File: src/rtl/fetch_pkg.sv
// Shared types and default widths for the prefetching instruction front end.
package fetch_pkg;

    localparam int DEF_DATA_W = 16;
    localparam int DEF_ADDR_W = 16;
    localparam logic [15:0] DEF_RESET_PC = 16'h0000;

    // Kind of response the memory returns in the next cycle.
    typedef enum logic [1:0] {
        TAG_NONE  = 2'd0,
        TAG_FETCH = 2'd1,
        TAG_DATA  = 2'd2
    } tag_e;

endpackage

File: src/rtl/fetch_unit_if.sv
// Control-side, memory-side and redirect signals of the fetch unit.
// Handshake: an instruction moves only in a cycle where ir_valid & ir_ready are both 1.
interface fetch_unit_if import fetch_pkg::*; #(
    parameter int DATA_W = DEF_DATA_W,
    parameter int ADDR_W = DEF_ADDR_W
) ();

    logic              redirect_valid;
    logic [ADDR_W-1:0] redirect_pc;
    logic              ir_valid;
    logic [DATA_W-1:0] ir_data;
    logic [ADDR_W-1:0] ir_pc;
    logic              ir_ready;
    logic              data_req;
    logic              data_we;
    logic [ADDR_W-1:0] data_addr;
    logic [DATA_W-1:0] data_wdata;
    logic [DATA_W-1:0] data_rdata;
    logic              data_rvalid;
    logic [ADDR_W-1:0] mem_addr;
    logic              mem_we;
    logic [DATA_W-1:0] mem_wdata;
    logic [DATA_W-1:0] mem_rdata;

    modport master (
        input  redirect_valid, redirect_pc, ir_ready,
        input  data_req, data_we, data_addr, data_wdata, mem_rdata,
        output ir_valid, ir_data, ir_pc, data_rdata, data_rvalid,
        output mem_addr, mem_we, mem_wdata
    );

    modport slave (
        output redirect_valid, redirect_pc, ir_ready,
        output data_req, data_we, data_addr, data_wdata, mem_rdata,
        input  ir_valid, ir_data, ir_pc, data_rdata, data_rvalid,
        input  mem_addr, mem_we, mem_wdata
    );

endinterface

File: src/rtl/fetch_queue.sv
// Power-of-two FIFO for prefetched {instruction, pc} pairs; flush wins over push and pop.
module fetch_queue #(
    parameter int WIDTH = 32,
    parameter int DEPTH = 4
) (
    input  logic                     clk,
    input  logic                     rst_n,
    input  logic                     i_push,
    input  logic                     i_pop,
    input  logic                     i_flush,
    input  logic [WIDTH-1:0]         i_data,
    output logic [WIDTH-1:0]         o_data,
    output logic                     o_valid,
    output logic [$clog2(DEPTH):0]   o_count
);

    localparam int AW = $clog2(DEPTH);
    localparam int CW = AW + 1;

    logic [WIDTH-1:0] r_mem [DEPTH];
    logic [AW-1:0]    r_rd_ptr;
    logic [AW-1:0]    r_wr_ptr;
    logic [CW-1:0]    r_count;
    logic             w_pop_ok;
    logic             w_push_ok;

    assign w_pop_ok  = i_pop && (r_count != '0);
    // A pop in the same cycle frees the slot a push into a full queue needs.
    assign w_push_ok = i_push && ((r_count != CW'(DEPTH)) || w_pop_ok);

    always_ff @(posedge clk or negedge rst_n) begin
        if (!rst_n) begin
            r_rd_ptr <= '0;
            r_wr_ptr <= '0;
            r_count  <= '0;
        end else if (i_flush) begin
            r_rd_ptr <= '0;
            r_wr_ptr <= '0;
            r_count  <= '0;
        end else begin
            if (w_push_ok) r_wr_ptr <= r_wr_ptr + 1'b1;
            if (w_pop_ok)  r_rd_ptr <= r_rd_ptr + 1'b1;
            case ({w_push_ok, w_pop_ok})
                2'b10:   r_count <= r_count + 1'b1;
                2'b01:   r_count <= r_count - 1'b1;
                default: r_count <= r_count;
            endcase
        end
    end

    always_ff @(posedge clk) begin
        if (w_push_ok && !i_flush) r_mem[r_wr_ptr] <= i_data;
    end

    assign o_data  = r_mem[r_rd_ptr];
    assign o_valid = (r_count != '0);
    assign o_count = r_count;

endmodule

File: src/rtl/fetch_unit.sv
// Prefetching fetch front end: owns the PC, shares one memory port with data
// accesses (data first), queues fetched words and flushes them on redirect.
module fetch_unit import fetch_pkg::*; #(
    parameter int                DATA_W   = DEF_DATA_W,
    parameter int                ADDR_W   = DEF_ADDR_W,
    parameter int                DEPTH    = 4,
    parameter logic [ADDR_W-1:0] RESET_PC = ADDR_W'(DEF_RESET_PC)
) (
    input  logic                   clk,
    input  logic                   rst_n,
    fetch_unit_if.master           io_bus,
    output logic [ADDR_W-1:0]      o_fetch_pc,
    output logic [$clog2(DEPTH):0] o_queue_count,
    output tag_e                   o_tag
);

    localparam int CW = $clog2(DEPTH) + 1;

    tag_e                     r_tag;
    tag_e                     w_tag_nxt;
    logic [ADDR_W-1:0]        r_tag_pc;
    logic [ADDR_W-1:0]        r_fetch_pc;
    logic                     w_q_valid;
    logic [DATA_W+ADDR_W-1:0] w_q_data;
    logic [CW-1:0]            w_q_count;
    logic                     w_pop;
    logic                     w_inflight;
    logic                     w_rvalid;
    logic                     w_push;
    logic                     w_room;
    logic                     w_issue;

    assign w_pop  = w_q_valid & io_bus.ir_ready;
    // Slot check is count + inflight - pop < DEPTH, rearranged to avoid underflow.
    assign w_room = ({1'b0, w_q_count} + (CW+1)'(w_inflight)) <
                    ((CW+1)'(DEPTH) + (CW+1)'(w_pop));
    assign w_issue = !io_bus.redirect_valid && !io_bus.data_req && w_room;

    always_ff @(posedge clk or negedge rst_n) begin
        if (!rst_n) r_tag <= TAG_NONE;
        else        r_tag <= w_tag_nxt;
    end

    always_comb begin
        w_tag_nxt = TAG_NONE;
        if (io_bus.data_req) w_tag_nxt = io_bus.data_we ? TAG_NONE : TAG_DATA;
        else if (w_issue)    w_tag_nxt = TAG_FETCH;
    end

    always_comb begin
        w_inflight = (r_tag == TAG_FETCH);
        w_rvalid   = (r_tag == TAG_DATA);
    end

    always_ff @(posedge clk or negedge rst_n) begin
        if (!rst_n) begin
            r_fetch_pc <= RESET_PC;
            r_tag_pc   <= '0;
        end else begin
            if (io_bus.redirect_valid) r_fetch_pc <= io_bus.redirect_pc;
            else if (w_issue)          r_fetch_pc <= r_fetch_pc + 1'b1;
            if (w_issue)               r_tag_pc   <= r_fetch_pc;
        end
    end

    // A fetch response landing in a redirect cycle belongs to the old path.
    assign w_push = w_inflight && !io_bus.redirect_valid;

    fetch_queue #(
        .WIDTH (DATA_W + ADDR_W),
        .DEPTH (DEPTH)
    ) u_queue (
        .clk     (clk),
        .rst_n   (rst_n),
        .i_push  (w_push),
        .i_pop   (w_pop),
        .i_flush (io_bus.redirect_valid),
        .i_data  ({io_bus.mem_rdata, r_tag_pc}),
        .o_data  (w_q_data),
        .o_valid (w_q_valid),
        .o_count (w_q_count)
    );

    assign io_bus.mem_addr    = io_bus.data_req ? io_bus.data_addr : r_fetch_pc;
    assign io_bus.mem_we      = rst_n & io_bus.data_req & io_bus.data_we;
    assign io_bus.mem_wdata   = io_bus.data_wdata;
    assign io_bus.ir_valid    = w_q_valid;
    assign io_bus.ir_data     = w_q_data[DATA_W+ADDR_W-1:ADDR_W];
    assign io_bus.ir_pc       = w_q_data[ADDR_W-1:0];
    assign io_bus.data_rdata  = io_bus.mem_rdata;
    assign io_bus.data_rvalid = w_rvalid;

    assign o_fetch_pc    = r_fetch_pc;
    assign o_queue_count = w_q_count;
    assign o_tag         = r_tag;

endmodule

File: src/flat_wrapper.sv
// flat-port wrapper written by rule: the top's interface ports become plain ports
module fetch_unit_flat import fetch_pkg::*;
#(
    parameter int                DATA_W   = DEF_DATA_W,
    parameter int                ADDR_W   = DEF_ADDR_W,
    parameter int                DEPTH    = 4,
    parameter logic [ADDR_W-1:0] RESET_PC = ADDR_W'(DEF_RESET_PC)
)
  (clk, rst_n, o_fetch_pc, o_queue_count, o_tag, io_bus_redirect_valid, io_bus_redirect_pc, io_bus_ir_ready, io_bus_data_req, io_bus_data_we, io_bus_data_addr, io_bus_data_wdata, io_bus_mem_rdata, io_bus_ir_valid, io_bus_ir_data, io_bus_ir_pc, io_bus_data_rdata, io_bus_data_rvalid, io_bus_mem_addr, io_bus_mem_we, io_bus_mem_wdata);
  fetch_unit_if #(.DATA_W(DATA_W), .ADDR_W(ADDR_W)) io_bus_i ();
  input  logic clk;
  input  logic rst_n;
  output logic [ADDR_W-1:0] o_fetch_pc;
  output logic [$clog2(DEPTH):0] o_queue_count;
  output tag_e o_tag;
  input wire logic [$bits(io_bus_i.redirect_valid)-1:0] io_bus_redirect_valid;
  input wire logic [$bits(io_bus_i.redirect_pc)-1:0] io_bus_redirect_pc;
  input wire logic [$bits(io_bus_i.ir_ready)-1:0] io_bus_ir_ready;
  input wire logic [$bits(io_bus_i.data_req)-1:0] io_bus_data_req;
  input wire logic [$bits(io_bus_i.data_we)-1:0] io_bus_data_we;
  input wire logic [$bits(io_bus_i.data_addr)-1:0] io_bus_data_addr;
  input wire logic [$bits(io_bus_i.data_wdata)-1:0] io_bus_data_wdata;
  input wire logic [$bits(io_bus_i.mem_rdata)-1:0] io_bus_mem_rdata;
  output wire logic [$bits(io_bus_i.ir_valid)-1:0] io_bus_ir_valid;
  output wire logic [$bits(io_bus_i.ir_data)-1:0] io_bus_ir_data;
  output wire logic [$bits(io_bus_i.ir_pc)-1:0] io_bus_ir_pc;
  output wire logic [$bits(io_bus_i.data_rdata)-1:0] io_bus_data_rdata;
  output wire logic [$bits(io_bus_i.data_rvalid)-1:0] io_bus_data_rvalid;
  output wire logic [$bits(io_bus_i.mem_addr)-1:0] io_bus_mem_addr;
  output wire logic [$bits(io_bus_i.mem_we)-1:0] io_bus_mem_we;
  output wire logic [$bits(io_bus_i.mem_wdata)-1:0] io_bus_mem_wdata;
  assign io_bus_i.redirect_valid = io_bus_redirect_valid;
  assign io_bus_i.redirect_pc = io_bus_redirect_pc;
  assign io_bus_i.ir_ready = io_bus_ir_ready;
  assign io_bus_i.data_req = io_bus_data_req;
  assign io_bus_i.data_we = io_bus_data_we;
  assign io_bus_i.data_addr = io_bus_data_addr;
  assign io_bus_i.data_wdata = io_bus_data_wdata;
  assign io_bus_i.mem_rdata = io_bus_mem_rdata;
  assign io_bus_ir_valid = io_bus_i.ir_valid;
  assign io_bus_ir_data = io_bus_i.ir_data;
  assign io_bus_ir_pc = io_bus_i.ir_pc;
  assign io_bus_data_rdata = io_bus_i.data_rdata;
  assign io_bus_data_rvalid = io_bus_i.data_rvalid;
  assign io_bus_mem_addr = io_bus_i.mem_addr;
  assign io_bus_mem_we = io_bus_i.mem_we;
  assign io_bus_mem_wdata = io_bus_i.mem_wdata;
  fetch_unit #(.DATA_W(DATA_W), .ADDR_W(ADDR_W), .DEPTH(DEPTH), .RESET_PC(RESET_PC)) u_core (.clk(clk), .rst_n(rst_n), .io_bus(io_bus_i), .o_fetch_pc(o_fetch_pc), .o_queue_count(o_queue_count), .o_tag(o_tag));
endmodule
File: config.mk
export PLATFORM = sky130hd
export DESIGN_NAME = fetch_unit_flat
export DESIGN_NICKNAME = d
export VERILOG_FILES = /design/src/rtl/fetch_pkg.sv /design/src/rtl/fetch_unit_if.sv /design/src/rtl/fetch_queue.sv /design/src/rtl/fetch_unit.sv /design/src/flat_wrapper.sv
export SDC_FILE = /design/constraint.sdc
export NUM_CORES = 1
export LEC_CHECK = 0
export CAP_MARGIN = 30
export CORE_MARGIN = 4
export CORE_UTILIZATION = 50
export DETAILED_ROUTE_END_ITERATION = 8
export PLACE_DENSITY = 0.77
export SLEW_MARGIN = 20
export SYNTH_ARGS = -nofsm -noshare
export SYNTH_HDL_FRONTEND = slang
export SYNTH_SLANG_ARGS = --single-unit
export TNS_END_PERCENT = 30
File: constraint.sdc
create_clock -name clk -period 2.65 [get_ports clk]
set_input_delay 0.265 -clock clk [delete_from_list [all_inputs] [get_ports clk]]
set_output_delay 0.265 -clock clk [all_outputs]
set_load 0.01 [all_outputs]
==> flow_summary.yaml <==
power:
  p_leak_nw: 3.21
  worst_ir_drop_vdd_mv: 0.482
  power_density_mw_per_mm2: 707
synth:
  synth_top_flop_cell: "edfxtp_1"
  synth_edf_count: 128
  synth_cell_type_count: 50
  synth_top_area_cell: "edfxtp_1"
  ys.warnings.count: 0
  synthCells: 438
  ys_ff_latch: 169
  synthesis.nets: 516
  syn_avg_cell_area_um2: 16.8
  synth_top_area_share_pct: 52.2
  synth_area_leaders: "edfxtp_1 (52%), dfrtp_1 (14%), mux4_2 (9.8%), mux2_2 (3.4%), buf_4 (3.3%)"
  ys_async_sr_fraction_pct: 24.3
  seq_area_frac_synth_pct: 66.1
  syn_area_mm2: 0.00737
clocking:
  clock_path_buffers: 2
  cts_made_buffers: 17
  clkTransAtPathRegs_ns: 0.06
  clk_latency_ns: 0.42
  cts_tree: "built"
  htreeDepth: 4
  cts.sinks: 169
  cts_root_buf: "clkbuf_16"
critical_path:
  timing.rr.start: "u_core.o_tag[1]$_DFF_PN0_"
  arrival_ns: 2.27
  worstSetupEndpointType: "primary output"
  worst-r2r-setup-slack_ns: 0.13
  rr_worst_depth: 9
  crit_type: "reg -> out"
  startpoint_type: "register"
  r2r-end: "u_core.o_fetch_pc[12]$_DFFE_PN0P_"
  critical_path_required_ns: 2.38
  crit_fanout: 16
run:
  drv_cap: 0
route:
  drc: 0
  via_per_inst: 5.68
  totalWireLength_um: 14900
  vias: 4292
  drt_iter0_markers: 269
  firstDrtPassIters: 5
  ant_nets: 0
  wl_per_cell_um: 19.7
sta:
  clock_skew_ns: 0.00912
  report.final.slew_viol_count: 0
  period_needed_ns: 2.54
  layout_setup_ws_ns: 0.114
  grt_setup_unrepaired: "no"
  min_period_over_period_pct: 95.7
  finalHoldViolations: 0
  max_slew_margin_pct: 41.0
  worstMarginPinSlew_ns: 0.885
  setup-tns-final_ns: 0
  max_freq_mhz: 394
  hold_slack_ns: 0.422
  setup_viol_count_final: 0
placed_design:
  dp.cells: 720
  io_buffers: 141
  dpl_worst_slack_ns: -0.0489
  gp_congestion: 0.809
  hpwl_um: 9630
layout:
  utilization_pct: 64.9
  drive_above_1_share_pct: 21.2
  syn_to_final_growth_pct: 27.6
  nFillCells: 1013
  antenna_cells: 0
  stdcell_count: 756
  finalNetCount: 637
die:
  die_area_mm2: 0.0167
  core-area_mm2: 0.0145
  die_x_um: 129
  start_util_pct: 50.9
  die_y_um: 129
  rows: 44
  io_pins: 174
grt:
  gr-total-overflow: 0
  grt_max_degree: 42
  antenna_found_initial: 0
  grt_pass1_wl_um: 23700
  first_global_vias: 4496
  grt_use_total_pct: 18.5
hold_path:
  hp-start: "io_bus_redirect_pc[2]"
  whs_path_depth: 3
  hold_end: "u_core.o_fetch_pc[2]$_DFFE_PN0P_"
  hp-class: "in -> reg"
run_status:
  outcome: "complete, no violations"
==> registers in the layout (all words and copies together), names as in the netlist <==
signal,flops
u_core.u_queue.r_mem,128
u_core.u_queue.o_count,3
u_core.o_fetch_pc,16
u_core.u_queue.r_wr_ptr,2
u_core.u_queue.r_rd_ptr,2
u_core.o_tag,2
u_core.r_tag_pc,16
==> report_power, final <==
part / leakage, nW / internal, mW / total [mW] / switching (mW)
clock network: 0.272 / 1.44 / 2.40 / 0.953
registers: 1.64 / 3.04 / 3.22 / 0.176
logic: 1.29 / 0.615 / 1.03 / 0.416
==> metal layers <==
layer  GRT usage (%)  part of all wire, %  vias to the layer above
met4            7.16                  1.8                        0
met3            5.81                  7.9                       21
met5               0                    0                        -
met2            29.3                   49                      202
met1            24.3                   42                     2117
li1                -                    -                     1952
==> critical path, stage by stage, from the launching register on <==
cell,delay [ns]
dfrtp_4,0.57
buf_12,0.22
mux4_2,0.52
clkdlybuf4s50_1,0.54
==> worst max-delay path by stage <==
stage / startpoint / endpoint / slack (ns) / cells past startpoint
6_report: u_core.u_queue.r_rd_ptr[0]$_DFFE_PN0P_ / io_bus_ir_pc[1] / 0.11 / 3
5_1_grt: u_core.o_tag[1]$_DFF_PN0_ / u_core.r_tag_pc[0]$_DFFE_PN0P_ / 0.01 / 9
4_1_cts: u_core.u_queue.r_rd_ptr[0]$_DFFE_PN0P_ / io_bus_ir_pc[1] / 0.001 / 3
3_5_place_dp: u_core.o_tag[1]$_DFF_PN0_ / u_core.r_tag_pc[2]$_DFFE_PN0P_ / -0.05 / 9
3_3_place_gp: u_core.o_tag[1]$_DFF_PN0_ / u_core.r_tag_pc[6]$_DFFE_PN0P_ / 0.04 / 9
2_1_floorplan: u_core.o_tag[1]$_DFF_PN0_ / u_core.r_tag_pc[10]$_DFFE_PN0P_ / 0.19 / 9
==> area by class of cell <==
class / count / area, µm² / area share (%)
Clock buffer: 22 / 465 / 4.95
Clock inverter: 10 / 118 / 1.25
Inverter: 5 / 18.8 / 0.200
Multi-Input combinational cell: 211 / 2140 / 22.8
Sequential cell: 169 / 4870 / 51.9
Tap cell: 184 / 230 / 2.45
Timing Repair Buffer: 155 / 1550 / 16.5
==> kinds of logic (layout without fill, tap and decap cells) <==
logic type               count (synthesis)  in the layout  synth area share, %
multiplexers                            64             64                 15.1
AO/OA/AOI/OAI                           43             44                 4.31
buffers and inverters                   59            192                 5.21
flip-flops                             169            169                 66.1
adder cells (fa/ha/maj)                  8              8                 1.46
XOR/XNOR                                 3              3                0.459
AND/OR/NAND/NOR                         92             92                 7.34
==> synth_stat cells, types with 5 or more instances <==
library cell	instances
mux4_2	32
o211ai_1	5
dfrtp_1	41
o31ai_1	6
buf_4	32
and2_1	6
mux2_4	9
buf_6	5
nor2_1	14
inv_1	5
clkbuf_1	11
a31oi_1	8
ha_1	7
nand3_1	14
edfxtp_1	128
nand2_1	14
nor2b_1	5
mux2_2	22
o21ai_0	9
or4_1	10
==> placed cells by master (no fill, tap or decap), drive strengths merged, types with 7 or more instances in the layout <==
cell | netlist | final
mux4 | 32 | 32
mux2 | 31 | 31
o21ai | 9 | 9
ha | 7 | 7
or4 | 10 | 10
a31oi | 10 | 11
clkbuf | 11 | 22
nand3 | 14 | 14
nor2 | 14 | 14
clkdlybuf4s50 | 0 | 140
nand2 | 14 | 14
edfxtp | 128 | 128
buf | 43 | 14
dfrtp | 41 | 41
==> through the flow <==
step           cell area (µm²)  power [mW]
2_1_floorplan             7370        3.78
3_3_place_gp              8760        4.25
3_5_place_dp              8760        4.29
4_1_cts                   9370        6.69
5_1_grt                   9400        6.92
6_report                  9400        6.65
==> what timing repair did <==
action                                  4_1_cts  5_1_grt
pin swaps                                     1        1
cloned                                        1        0
endpoints found under the hold margin        41        0
endpoints found under the setup margin       17       28
hold buffers                                  1        0
resized for setup                             1        3
setup buffers                                 0        2
Power figures use the tool's default switching activity.
